File: src/rtl/addr_gen_hc_wr_pkg.sv
// Shared LSTM H/C memory package.
// Holds the forward-pass state encoding and the H/C memory layout constants
// used by both the H/C read and write address generators.
//   Layout: timestep t (t = -1 .. TIMESTEP-1) occupies addresses
//           HC_CLEAR_BASE + (t+1)*stride .. + stride-1, stride = NUM_CELL.
package addr_gen_hc_wr_pkg;

    typedef enum logic [1:0] {
        ST_IDLE  = 2'd0,
        ST_CLEAR = 2'd1,
        ST_RUN   = 2'd2,
        ST_DONE  = 2'd3
    } state_e;

    // The t = -1 region starts at address 0 so the reader sees zeros there.
    localparam int unsigned HC_CLEAR_BASE = 0;

    // One timestep of H/C data is one word per cell.
    function automatic int unsigned hc_stride(input int unsigned num_cell);
        return num_cell;
    endfunction

    // First address of timestep t = 0, directly after the clear region.
    function automatic int unsigned hc_run_base(input int unsigned num_cell);
        return HC_CLEAR_BASE + hc_stride(num_cell);
    endfunction

endpackage

File: src/rtl/addr_gen_hc_wr_if.sv
// Bus bundle for addr_gen_hc_wr.
//   master: drives start / i_valid / i_h / i_c, observes the write port.
//   slave : the generator; drives the H/C write port, o_busy, o_done and
//           dbg_state (current FSM state, for checkers).
// Handshake: i_valid has no back-pressure; a result presented with i_valid=1
// on a rising edge while the generator is in RUN is consumed on that edge.
interface addr_gen_hc_wr_if #(
    parameter int ADDR_WIDTH = 12,
    parameter int DATA_WIDTH = 16
);
    import addr_gen_hc_wr_pkg::*;

    logic                  start;
    logic                  i_valid;
    logic [DATA_WIDTH-1:0] i_h;
    logic [DATA_WIDTH-1:0] i_c;
    logic [ADDR_WIDTH-1:0] o_addr_h;
    logic [ADDR_WIDTH-1:0] o_addr_c;
    logic                  o_we_h;
    logic                  o_we_c;
    logic [DATA_WIDTH-1:0] o_data_h;
    logic [DATA_WIDTH-1:0] o_data_c;
    logic                  o_busy;
    logic                  o_done;
    state_e                dbg_state;

    modport master (
        output start, i_valid, i_h, i_c,
        input  o_addr_h, o_addr_c, o_we_h, o_we_c, o_data_h, o_data_c,
               o_busy, o_done, dbg_state
    );

    modport slave (
        input  start, i_valid, i_h, i_c,
        output o_addr_h, o_addr_c, o_we_h, o_we_c, o_data_h, o_data_c,
               o_busy, o_done, dbg_state
    );
endinterface

File: src/rtl/addr_gen_hc_wr_cnt.sv
// hc_wr_cnt: cell / timestep counter for the H/C write address generator.
//   clk, rst    : clock, synchronous active-high reset (all counters 0)
//   init        : load cell=0, t=0, base=first run address
//   adv         : one write consumed; step cell, wrap into the next timestep
//   clr_phase   : while high a cell wrap does not advance t or base
//   clr_addr    : address of the current clear-region word
//   run_addr    : address of the current run-phase word (base + cell)
//   cell_last   : cell is NUM_CELL-1
//   last_write  : current word is the final one (t=TIMESTEP-1, last cell)
module hc_wr_cnt
    import addr_gen_hc_wr_pkg::*;
#(
    parameter int ADDR_WIDTH = 12,
    parameter int NUM_CELL   = 53,
    parameter int TIMESTEP   = 7
) (
    input  logic                  clk,
    input  logic                  rst,
    input  logic                  init,
    input  logic                  adv,
    input  logic                  clr_phase,
    output logic [ADDR_WIDTH-1:0] clr_addr,
    output logic [ADDR_WIDTH-1:0] run_addr,
    output logic                  cell_last,
    output logic                  last_write
);
    localparam int CELL_W = (NUM_CELL > 1) ? $clog2(NUM_CELL) : 1;
    localparam int T_W    = (TIMESTEP > 1) ? $clog2(TIMESTEP) : 1;

    localparam logic [CELL_W-1:0]     CELL_LAST  = CELL_W'(NUM_CELL - 1);
    localparam logic [T_W-1:0]        T_LAST     = T_W'(TIMESTEP - 1);
    localparam logic [ADDR_WIDTH-1:0] STRIDE     = ADDR_WIDTH'(hc_stride(NUM_CELL));
    localparam logic [ADDR_WIDTH-1:0] RUN_BASE   = ADDR_WIDTH'(hc_run_base(NUM_CELL));
    localparam logic [ADDR_WIDTH-1:0] CLEAR_BASE = ADDR_WIDTH'(HC_CLEAR_BASE);

    logic [CELL_W-1:0]     cell_q, cell_d;
    logic [T_W-1:0]        t_q, t_d;
    logic [ADDR_WIDTH-1:0] base_q, base_d;

    assign cell_last  = (cell_q == CELL_LAST);
    assign last_write = cell_last && (t_q == T_LAST);
    assign clr_addr   = CLEAR_BASE + ADDR_WIDTH'(cell_q);
    assign run_addr   = base_q + ADDR_WIDTH'(cell_q);

    always_comb begin
        cell_d = cell_q;
        t_d    = t_q;
        base_d = base_q;
        if (init) begin
            cell_d = '0;
            t_d    = '0;
            base_d = RUN_BASE;
        end else if (adv) begin
            if (cell_last) begin
                cell_d = '0;
                // The clear region is a single stride; its wrap only hands
                // over to timestep 0, which init already set up.
                if (!clr_phase && !last_write) begin
                    t_d    = t_q + T_W'(1);
                    base_d = base_q + STRIDE;
                end
            end else begin
                cell_d = cell_q + CELL_W'(1);
            end
        end
    end

    always_ff @(posedge clk) begin
        if (rst) begin
            cell_q <= '0;
            t_q    <= '0;
            base_q <= '0;
        end else begin
            cell_q <= cell_d;
            t_q    <= t_d;
            base_q <= base_d;
        end
    end
endmodule

File: src/rtl/addr_gen_hc_wr.sv
// addr_gen_hc_wr: H/C memory write-address generator for forward propagation.
// On start it zeroes the t = -1 region (addresses 0..NUM_CELL-1), then writes
// each LSTM cell result to (t+1)*NUM_CELL + cell, and parks in DONE.
//   clk, rst : clock, synchronous active-high reset
//   bus      : addr_gen_hc_wr_if slave (start, i_valid, i_h, i_c in;
//              H/C write address/enable/data, o_busy, o_done, dbg_state out)
// All outputs are registered; H and C ports always carry the same address
// and enable. Address and data hold their last value while we=0.
module addr_gen_hc_wr
    import addr_gen_hc_wr_pkg::*;
#(
    parameter int ADDR_WIDTH = 12,
    parameter int DATA_WIDTH = 16,
    parameter int TIMESTEP   = 7,
    parameter int NUM_CELL   = 53
) (
    input  logic            clk,
    input  logic            rst,
    addr_gen_hc_wr_if.slave bus
);
    state_e                state_q, state_d;
    logic                  we_q, we_d;
    logic [ADDR_WIDTH-1:0] addr_q, addr_d;
    logic [DATA_WIDTH-1:0] data_h_q, data_h_d;
    logic [DATA_WIDTH-1:0] data_c_q, data_c_d;
    logic                  busy_q, busy_d;
    logic                  done_q, done_d;

    logic                  cnt_init, cnt_adv, cnt_clr;
    logic [ADDR_WIDTH-1:0] clr_addr, run_addr;
    logic                  cell_last, last_write;

    hc_wr_cnt #(
        .ADDR_WIDTH (ADDR_WIDTH),
        .NUM_CELL   (NUM_CELL),
        .TIMESTEP   (TIMESTEP)
    ) u_cnt (
        .clk        (clk),
        .rst        (rst),
        .init       (cnt_init),
        .adv        (cnt_adv),
        .clr_phase  (cnt_clr),
        .clr_addr   (clr_addr),
        .run_addr   (run_addr),
        .cell_last  (cell_last),
        .last_write (last_write)
    );

    always_comb begin
        cnt_init = ((state_q == ST_IDLE) || (state_q == ST_DONE)) && bus.start;
        cnt_clr  = (state_q == ST_CLEAR);
        cnt_adv  = (state_q == ST_CLEAR) || ((state_q == ST_RUN) && bus.i_valid);
    end

    always_comb begin
        state_d  = state_q;
        we_d     = 1'b0;
        addr_d   = addr_q;
        data_h_d = data_h_q;
        data_c_d = data_c_q;
        unique case (state_q)
            ST_IDLE, ST_DONE: begin
                if (bus.start) state_d = ST_CLEAR;
            end
            ST_CLEAR: begin
                we_d     = 1'b1;
                addr_d   = clr_addr;
                data_h_d = '0;
                data_c_d = '0;
                if (cell_last) state_d = ST_RUN;
            end
            ST_RUN: begin
                if (bus.i_valid) begin
                    we_d     = 1'b1;
                    addr_d   = run_addr;
                    data_h_d = bus.i_h;
                    data_c_d = bus.i_c;
                    if (last_write) state_d = ST_DONE;
                end
            end
            default: state_d = ST_IDLE;
        endcase
        busy_d = (state_d == ST_CLEAR) || (state_d == ST_RUN);
        done_d = (state_d == ST_DONE);
    end

    always_ff @(posedge clk) begin
        if (rst) begin
            state_q  <= ST_IDLE;
            we_q     <= 1'b0;
            addr_q   <= '0;
            data_h_q <= '0;
            data_c_q <= '0;
            busy_q   <= 1'b0;
            done_q   <= 1'b0;
        end else begin
            state_q  <= state_d;
            we_q     <= we_d;
            addr_q   <= addr_d;
            data_h_q <= data_h_d;
            data_c_q <= data_c_d;
            busy_q   <= busy_d;
            done_q   <= done_d;
        end
    end

    assign bus.o_we_h    = we_q;
    assign bus.o_we_c    = we_q;
    assign bus.o_addr_h  = addr_q;
    assign bus.o_addr_c  = addr_q;
    assign bus.o_data_h  = data_h_q;
    assign bus.o_data_c  = data_c_q;
    assign bus.o_busy    = busy_q;
    assign bus.o_done    = done_q;
    assign bus.dbg_state = state_q;
endmodule

File: src/flat_wrapper.sv
// flat-port wrapper written by rule: the top's interface ports become plain ports
module addr_gen_hc_wr_flat import addr_gen_hc_wr_pkg::*;
#(
    parameter int ADDR_WIDTH = 12,
    parameter int DATA_WIDTH = 16,
    parameter int TIMESTEP   = 7,
    parameter int NUM_CELL   = 53
)
  (clk, rst, bus_start, bus_i_valid, bus_i_h, bus_i_c, bus_o_addr_h, bus_o_addr_c, bus_o_we_h, bus_o_we_c, bus_o_data_h, bus_o_data_c, bus_o_busy, bus_o_done, bus_dbg_state);
  addr_gen_hc_wr_if #(.ADDR_WIDTH(ADDR_WIDTH), .DATA_WIDTH(DATA_WIDTH)) bus_i ();
  input  logic clk;
  input  logic rst;
  input wire logic [$bits(bus_i.start)-1:0] bus_start;
  input wire logic [$bits(bus_i.i_valid)-1:0] bus_i_valid;
  input wire logic [$bits(bus_i.i_h)-1:0] bus_i_h;
  input wire logic [$bits(bus_i.i_c)-1:0] bus_i_c;
  output wire logic [$bits(bus_i.o_addr_h)-1:0] bus_o_addr_h;
  output wire logic [$bits(bus_i.o_addr_c)-1:0] bus_o_addr_c;
  output wire logic [$bits(bus_i.o_we_h)-1:0] bus_o_we_h;
  output wire logic [$bits(bus_i.o_we_c)-1:0] bus_o_we_c;
  output wire logic [$bits(bus_i.o_data_h)-1:0] bus_o_data_h;
  output wire logic [$bits(bus_i.o_data_c)-1:0] bus_o_data_c;
  output wire logic [$bits(bus_i.o_busy)-1:0] bus_o_busy;
  output wire logic [$bits(bus_i.o_done)-1:0] bus_o_done;
  output wire logic [$bits(bus_i.dbg_state)-1:0] bus_dbg_state;
  assign bus_i.start = bus_start;
  assign bus_i.i_valid = bus_i_valid;
  assign bus_i.i_h = bus_i_h;
  assign bus_i.i_c = bus_i_c;
  assign bus_o_addr_h = bus_i.o_addr_h;
  assign bus_o_addr_c = bus_i.o_addr_c;
  assign bus_o_we_h = bus_i.o_we_h;
  assign bus_o_we_c = bus_i.o_we_c;
  assign bus_o_data_h = bus_i.o_data_h;
  assign bus_o_data_c = bus_i.o_data_c;
  assign bus_o_busy = bus_i.o_busy;
  assign bus_o_done = bus_i.o_done;
  assign bus_dbg_state = bus_i.dbg_state;
  addr_gen_hc_wr #(.ADDR_WIDTH(ADDR_WIDTH), .DATA_WIDTH(DATA_WIDTH), .TIMESTEP(TIMESTEP), .NUM_CELL(NUM_CELL)) u_core (.clk(clk), .rst(rst), .bus(bus_i));
endmodule
File: config.mk
export PLATFORM = sky130hd
export DESIGN_NAME = addr_gen_hc_wr_flat
export DESIGN_NICKNAME = d
export VERILOG_FILES = /design/src/rtl/addr_gen_hc_wr_pkg.sv /design/src/rtl/addr_gen_hc_wr_if.sv /design/src/rtl/addr_gen_hc_wr_cnt.sv /design/src/rtl/addr_gen_hc_wr.sv /design/src/flat_wrapper.sv
export SDC_FILE = /design/constraint.sdc
export NUM_CORES = 1
export LEC_CHECK = 0
export BUFFER_PORTS_ARGS = -buffer_cell sky130_fd_sc_hd__buf_2
export CORE_UTILIZATION = 59
export CTS_BUF_LIST = sky130_fd_sc_hd__clkbuf_2 sky130_fd_sc_hd__clkbuf_4 sky130_fd_sc_hd__clkbuf_8
export DETAILED_ROUTE_END_ITERATION = 8
export GPL_ROUTABILITY_DRIVEN = 0
export GPL_TIMING_DRIVEN = 0
export HOLD_SLACK_MARGIN = 0.03
export PLACE_DENSITY = 0.88
export SYNTH_ARGS = -nofsm -noshare
export SYNTH_HDL_FRONTEND = slang
export SYNTH_HIERARCHICAL = 1
export SYNTH_SLANG_ARGS = --single-unit
export TNS_END_PERCENT = 50
File: constraint.sdc
create_clock -name clk -period 6.6 [get_ports clk]
set_input_delay 0.99 -clock clk [delete_from_list [all_inputs] [get_ports clk]]
set_output_delay 0.99 -clock clk [all_outputs]
set_load 0.01 [all_outputs]
# ---- Yosys cells after proc, flatten, opt, wreduce, memory -nomap -nowiden
# Index checks and enable logic that the tools add are counted.
dict set report op_classes {
  n_eq_ne 9
  reduce_logical 19
  mux 18
  n_addsub 4
}
# op count
set op_table {}
lappend op_table {{one-hot mux 16 bit (2 select lines)} 2}
lappend op_table {{two-way mux 16 bit} 2}
lappend op_table {{two-way mux 6 bit} 5}
lappend op_table {{one-hot mux 12 bit (2 select lines)} 1}
lappend op_table {{adder 12 x 6 -> 12 bit} 1}
lappend op_table {{adder 12 x 6 -> 12 bit (second input constant)} 1}
lappend op_table {{two-way mux 12 bit} 1}
lappend op_table {{== test 2 bit (second input constant)} 4}
lappend op_table {{two-way mux 2 bit} 4}
lappend op_table {{nonzero test 2 bit} 4}
lappend op_table {{adder 6 x 1 -> 6 bit (second input constant)} 1}
lappend op_table {{== test 6 bit (second input constant)} 1}
lappend op_table {{one-hot mux 2 bit (3 select lines)} 1}
lappend op_table {{AND reduction 3 bit} 2}
lappend op_table {{== test 2 x 1 -> 1 bit (second input constant)} 2}
lappend op_table {{logical AND 1 bit} 4}
lappend op_table {{OR reduction 2 bit} 2}
lappend op_table {{adder 3 x 1 -> 3 bit (second input constant)} 1}
lappend op_table {{== test 3 bit (second input constant)} 1}
lappend op_table {{logical OR 1 bit} 3}
lappend op_table {{zero test 1 bit} 2}
lappend op_table {{zero test 2 bit} 1}
lappend op_table {{!= test 2 bit (second input constant)} 1}
lappend op_table {{one-hot mux 1 bit (2 select lines)} 1}
lappend op_table {{other kinds (2)} 2}
dict set report word_totals {
  wordCells 61
  ff_bits 70
  output_inout_bits 62
  in_bits 36
}

# ---- Depth between registers and ports, before layout
dict set report depth {
  depth_word 8
  mapped_depth 12
}

# ---- Modules after synthesis
# The synthesis kept the hierarchy.
# mod instances seq_area_each_um2 area_each_um2 cells_per_inst
set modules_own_cells {}
lappend modules_own_cells {addr_gen_hc_wr 1 980.9 2084.5 205}
lappend modules_own_cells {hc_wr_cnt 1 420.4 1550.2 181}

# ---- Worst setup path before layout
# OpenSTA, ideal clock, no wires.
dict set report synth_timing {
  kind {input -> register}
  start {input bus_i_valid}
  end {register u_core.u_cnt.t_q[2]}
  cell_stages 8
  arrival_ps 2334
  t_required_ps 6484
  path_slack_ps 4150
  setup_time_ps 116
  cell_sequence {and2_1 > buf_4 > or2_1 > buf_2 > nand2b_1 > a2111oi_4 > a21oi_1 > a31o_2}
}
dict set report synth_between {
  elab_chain_len 3
}
# element line
set synth_lines {}
lappend synth_lines {{from (decl)} flat_wrapper.sv:14} ;# input wire logic [$bits(bus_i.i_valid)-1:0] bus_i_valid;
lappend synth_lines {{logical AND 1 bit} addr_gen_hc_wr.sv:52} ;# cnt_adv = (state_q == ST_CLEAR) || ((state_q == ST_RUN) && bus.i_valid);
lappend synth_lines {{logical OR 1 bit} addr_gen_hc_wr.sv:52}
lappend synth_lines {{named net u_core.cnt_adv} addr_gen_hc_wr.sv:29} ;# logic cnt_init, cnt_adv, cnt_clr;
lappend synth_lines {{AND reduction 3 bit (no line)} -}
lappend synth_lines {{to (signal assigned)} addr_gen_hc_wr_cnt.sv:75} ;# t_q <= t_d;
lappend synth_lines {{to (decl)} addr_gen_hc_wr_cnt.sv:37} ;# logic [T_W-1:0] t_q, t_d;
# The timed path passes the listed nets, and every way through them passes these cells.
# A chain may end at the register's enable or synchronous reset.

# ---- Final worst setup path
dict set report layout_timing {
  start {register u_core.u_cnt.base_q[0]}
  end {register u_core.addr_q[8] (netlist: u_core/bus.o_addr_c[8])}
}
dict set report layout_between {
  elab_chain_len 3
}
# element line
set layout_lines {}
lappend layout_lines {{from (decl)} addr_gen_hc_wr_cnt.sv:38} ;# logic [ADDR_WIDTH-1:0] base_q, base_d;
lappend layout_lines {{from (signal assigned)} addr_gen_hc_wr_cnt.sv:76} ;# base_q <= base_d;
lappend layout_lines {{adder 12 x 6 -> 12 bit} addr_gen_hc_wr_cnt.sv:43} ;# assign run_addr = base_q + ADDR_WIDTH'(cell_q);
lappend layout_lines {{named net u_core.run_addr[8]} addr_gen_hc_wr.sv:30} ;# logic [ADDR_WIDTH-1:0] clr_addr, run_addr;
lappend layout_lines {{two-way mux 12 bit} addr_gen_hc_wr.sv:73} ;# if (bus.i_valid) begin
lappend layout_lines {{one-hot mux 12 bit (2 select lines)} addr_gen_hc_wr.sv:61} ;# unique case (state_q)
lappend layout_lines {{to (signal assigned)} addr_gen_hc_wr.sv:99} ;# addr_q <= addr_d;
lappend layout_lines {{to (decl)} addr_gen_hc_wr.sv:23} ;# logic [ADDR_WIDTH-1:0] addr_q, addr_d;
# The timed path passes the listed nets, and every way through them passes these cells. The select of a mux whose other input is x is not followed.

==> metrics.md <==
| Metric | Value |
|---|---|
| Run status | `complete, no violations` |
| Vertical die dimension | `80.49 um` |
| Total power after layout | `879.4 uW` |
| Count of routing violations after the opening detailed-route iteration | `256` |
| Endpoint arrival time on the critical path | `2.83 ns` |
| Max stage delay on crit path | `0.47 ns` |
| Clk root buf | `clkbuf_8` |
| Number of rows in the core area | `28` |
| Clock network power share | `36.4%` |
| Synth unique cells | `52` |
| Post-route setup slack | `4.031 ns` |
| Top cell type by total area after synthesis | `dfxtp_1` |
| Global routing usage summed across all routing layers | `27.03%` |
| Num CTS Buffers | `9` |
| Post-place setup slack | `3.812 ns` |
| Dominant cells by area after synthesis | `dfxtp_1 39%, a22oi_1 6.6%, nor2_1 6.3%` |
| Finished Core Util | `74.58%` |
| Final Slew Violations | `0` |
| Avg WL per Cell | `14.32 um` |
| CTS clock-pin slew for the worst setup and hold paths | `0.08 ns` |
| Combinational share of power | `13.3%` |
| Max-cap viol count | `0` |
| Buffers plus inverters on the worst setup path | `0` |
| TritonCTS clock tree | `built` |
| Fin Hold WS | `0.4828 ns` |
| Synth Area per Inst | `9.416 sq um` |
| Switching power | `244.7 uW` |
| Worst-case headroom to the max-slew limit | `54.04%` |
| Total Neg Setup Slack | `0 ns` |
| Number of hold buffers added after CTS | `0` |
| Top delay family on crit path | `compound AO/OA/AOI/OAI gates` |
| Cell Area, Synth | `0.003635 sq mm` |
| Floorplan die width | `80.49 um` |
| Total of warnings raised by yosys | `6` |
| Post-CTS Setup Bufs | `0` |
| Number of flops mapped to enable cells by yosys | `0` |
| Detailed-route via count | `3279` |
| Layout cell share with drive strength beyond 1 | `33.93%` |
| Share of the clock period used by the worst path after layout | `38.93%` |
| Peak clock frequency supported by timing | `389.2 MHz` |
| Minimum period implied by the final worst setup slack | `2.569 ns` |
| # IOs | `98` |
| Fraction of power consumed by sequential logic | `50.4%` |
| Antenna diode count | `0` |
| Effective utilization at floorplan | `61.39%` |
| Cell count after synthesis | `386` |
| Via count of the first global-routing pass | `3096` |
| Clock Path Buffers | `2` |
| Setup repair after global routing missed its margin | `no` |
| Post-layout nets | `550` |
| Via density | `5.663` |
| Final setup vio count | `0` |
| Number of iterations in the first detailed-routing pass | `6` |
| CORE AREA | `0.005921 sq mm` |
| DRC violation count after routing | `0` |
| Largest net degree at the start of global routing | `14` |
| Commonest cells post-synth | `70 x dfxtp_1, 61 x nor2_1, 32 x a22oi_1` |
| Slew at the pin with the worst max-slew slack | `0.6894 ns` |
| CP startpoint kind | `register` |
| Synth-to-layout area growth | `21.48%` |
| Total detailed-routing wirelength | `8290 um` |
| Number of instances resized during post-cts repair | `0` |
| Async set-reset flop share out of synthesis | `0%` |
| Worst setup EP type | `register` |
| Worst supply voltage drop on vdd | `0.1699 mV` |
| Sequential-to-total area share from yosys stat | `38.55%` |
| Max Fanout on Critical Path | `5` |
| Leakage dissipation | `0.001915 uW` |
| CTS sink cnt | `70` |
| Share of the synthesized area in the top cell type | `38.55%` |
| Number of antenna violations at the first check in global routing | `0` |
| H-tree levels | `3` |
| Antenna Nets Post-Route | `0` |
| Flip-flop cell with the highest count after synthesis | `dfxtp_1` |
| Worst-case clock skew | `0.009314 ns` |
| Slowest cell on the critical path | `or4b_1` |
| Required arrival time at the worst endpoint | `6.86 ns` |
| Internal | `634.7 uW` |
| Hold Fails Final Rpt | `0` |
| First-pass GRT wire length | `13620 um` |
| Worst min-delay path category | `reg2reg` |
| Die footprint | `0.006479 sq mm` |
| Critical-path cell list | `ha_1, fa_1, a21oi_1, o21ai_0, or4b_1, o311ai_0, mux2i_1, a211oi_2` |
| Number of synthesized register bits | `70` |
| Worst setup path category | `reg2reg` |
| Total congestion overflow after global routing | `0` |
| Total power density per cell area | `199.2 mW/mm^2` |
| Leading cell type by number of instances after synthesis | `dfxtp_1` |
| Sw Ratio | `27.83%` |
| Detailed placement HPWL | `6085 um` |
| IO buf count | `97` |
| Clock latency on the worst-skew pair | `0.34 ns` |
==> worst reg2reg max path, cell delays in order, from the launching register on <==
cell      delay (ns)
dfxtp_1         0.45
ha_1            0.23
fa_1            0.25
a21oi_1         0.12
o21ai_0         0.42
or4b_1          0.47
o311ai_0        0.16
mux2i_1         0.16
a211oi_2        0.23
==> per-layer routing <==
layer | routed length [um] | part of all wire [%] | GRT usage (%) | vias up
li1 | - | - | - | 1587
met1 | 3555 | 43 | 32.33 | 1548
met2 | 4080 | 49 | 45.34 | 127
met3 | 490 | 5.9 | 7.614 | 17
met4 | 164 | 2.0 | 10.71 | 0
met5 | 0 | 0 | 0 | -
==> cell families (layout without fill, tap and decap cells) <==
kind of cell	count (synthesis)	in the layout	share of synthesized area, %
adder cells (fa/ha/maj)	15	15	5.370
AO/OA/AOI/OAI	93	93	19.93
multiplexers	15	15	4.612
flip-flops	70	70	38.55
XOR/XNOR	14	14	3.374
buffers and inverters	53	166	9.742
other	1	6	0.1032
AND/OR/NAND/NOR	125	125	18.31
==> power by group through the flow <==
stage	Clock, uW	Sequential (uW)	Combinational [uW]
after floorplan	0	454	73.9
after global placement	0	452	112
after detailed placement	0	453	116
after CTS	326	443	116
after global routing	347	444	129
final	320	443	117
==> through the flow <==
step | instance area [sq um] | std cells
3_3_place_gp | 4233 | 563
2_1_floorplan | 3654 | 391
4_1_cts | 4415 | 579
3_5_place_dp | 4233 | 563
6_report | 4415 | 579
5_1_grt | 4415 | 579
==> placed cells by master (no fill, tap or decap), types with 8 or more instances in the layout <==
master,count
nand2_1,13
clkbuf_8,10
xnor2_1,8
a21oi_1,18
mux2i_1,13
buf_2,101
nor2_1,61
inv_1,11
a22oi_1,32
a211oi_2,12
ha_1,14
buf_4,25
dfxtp_1,70
==> registers in the layout, indices dropped and copies added (netlist names) <==
signal,cells
u_core/bus.o_data_c,16
u_core/bus.o_we_c,1
u_core/bus.o_data_h,16
u_core/u_cnt/cell_q,6
u_core/bus.dbg_state,2
u_core/bus.o_busy,1
u_core/u_cnt/t_q,3
u_core/bus.o_addr_c,12
u_core/bus.o_done,1
u_core/u_cnt/base_q,12
==> final cells by class <==
type,count,area (sq um)
Timing Repair Buffer,97,485.5
Clock inverter,6,45.04
Inverter,11,41.29
Buffer,42,312.8
Multi-Input combinational cell,268,1898
Fill cell,429,1505
Tap cell,75,93.84
Clock buffer,10,137.6
Sequential cell,70,1401
==> final timing paths <==
check / startpoint / end / slack (ns) / cells after the start
worst max-delay path: u_core/u_cnt/base_q[0] / u_core/bus.o_addr_c[8] / 4.03 / 8
worst min-delay path: u_core/u_cnt/t_q[1] / u_core/u_cnt/t_q[1] / 0.48 / 2
worst max register to register: u_core/u_cnt/base_q[0] / u_core/bus.o_addr_c[8] / 4.03 / 8
worst min register to register: u_core/u_cnt/t_q[1] / u_core/u_cnt/t_q[1] / 0.48 / 2
(Power assumes the default switching activity.)
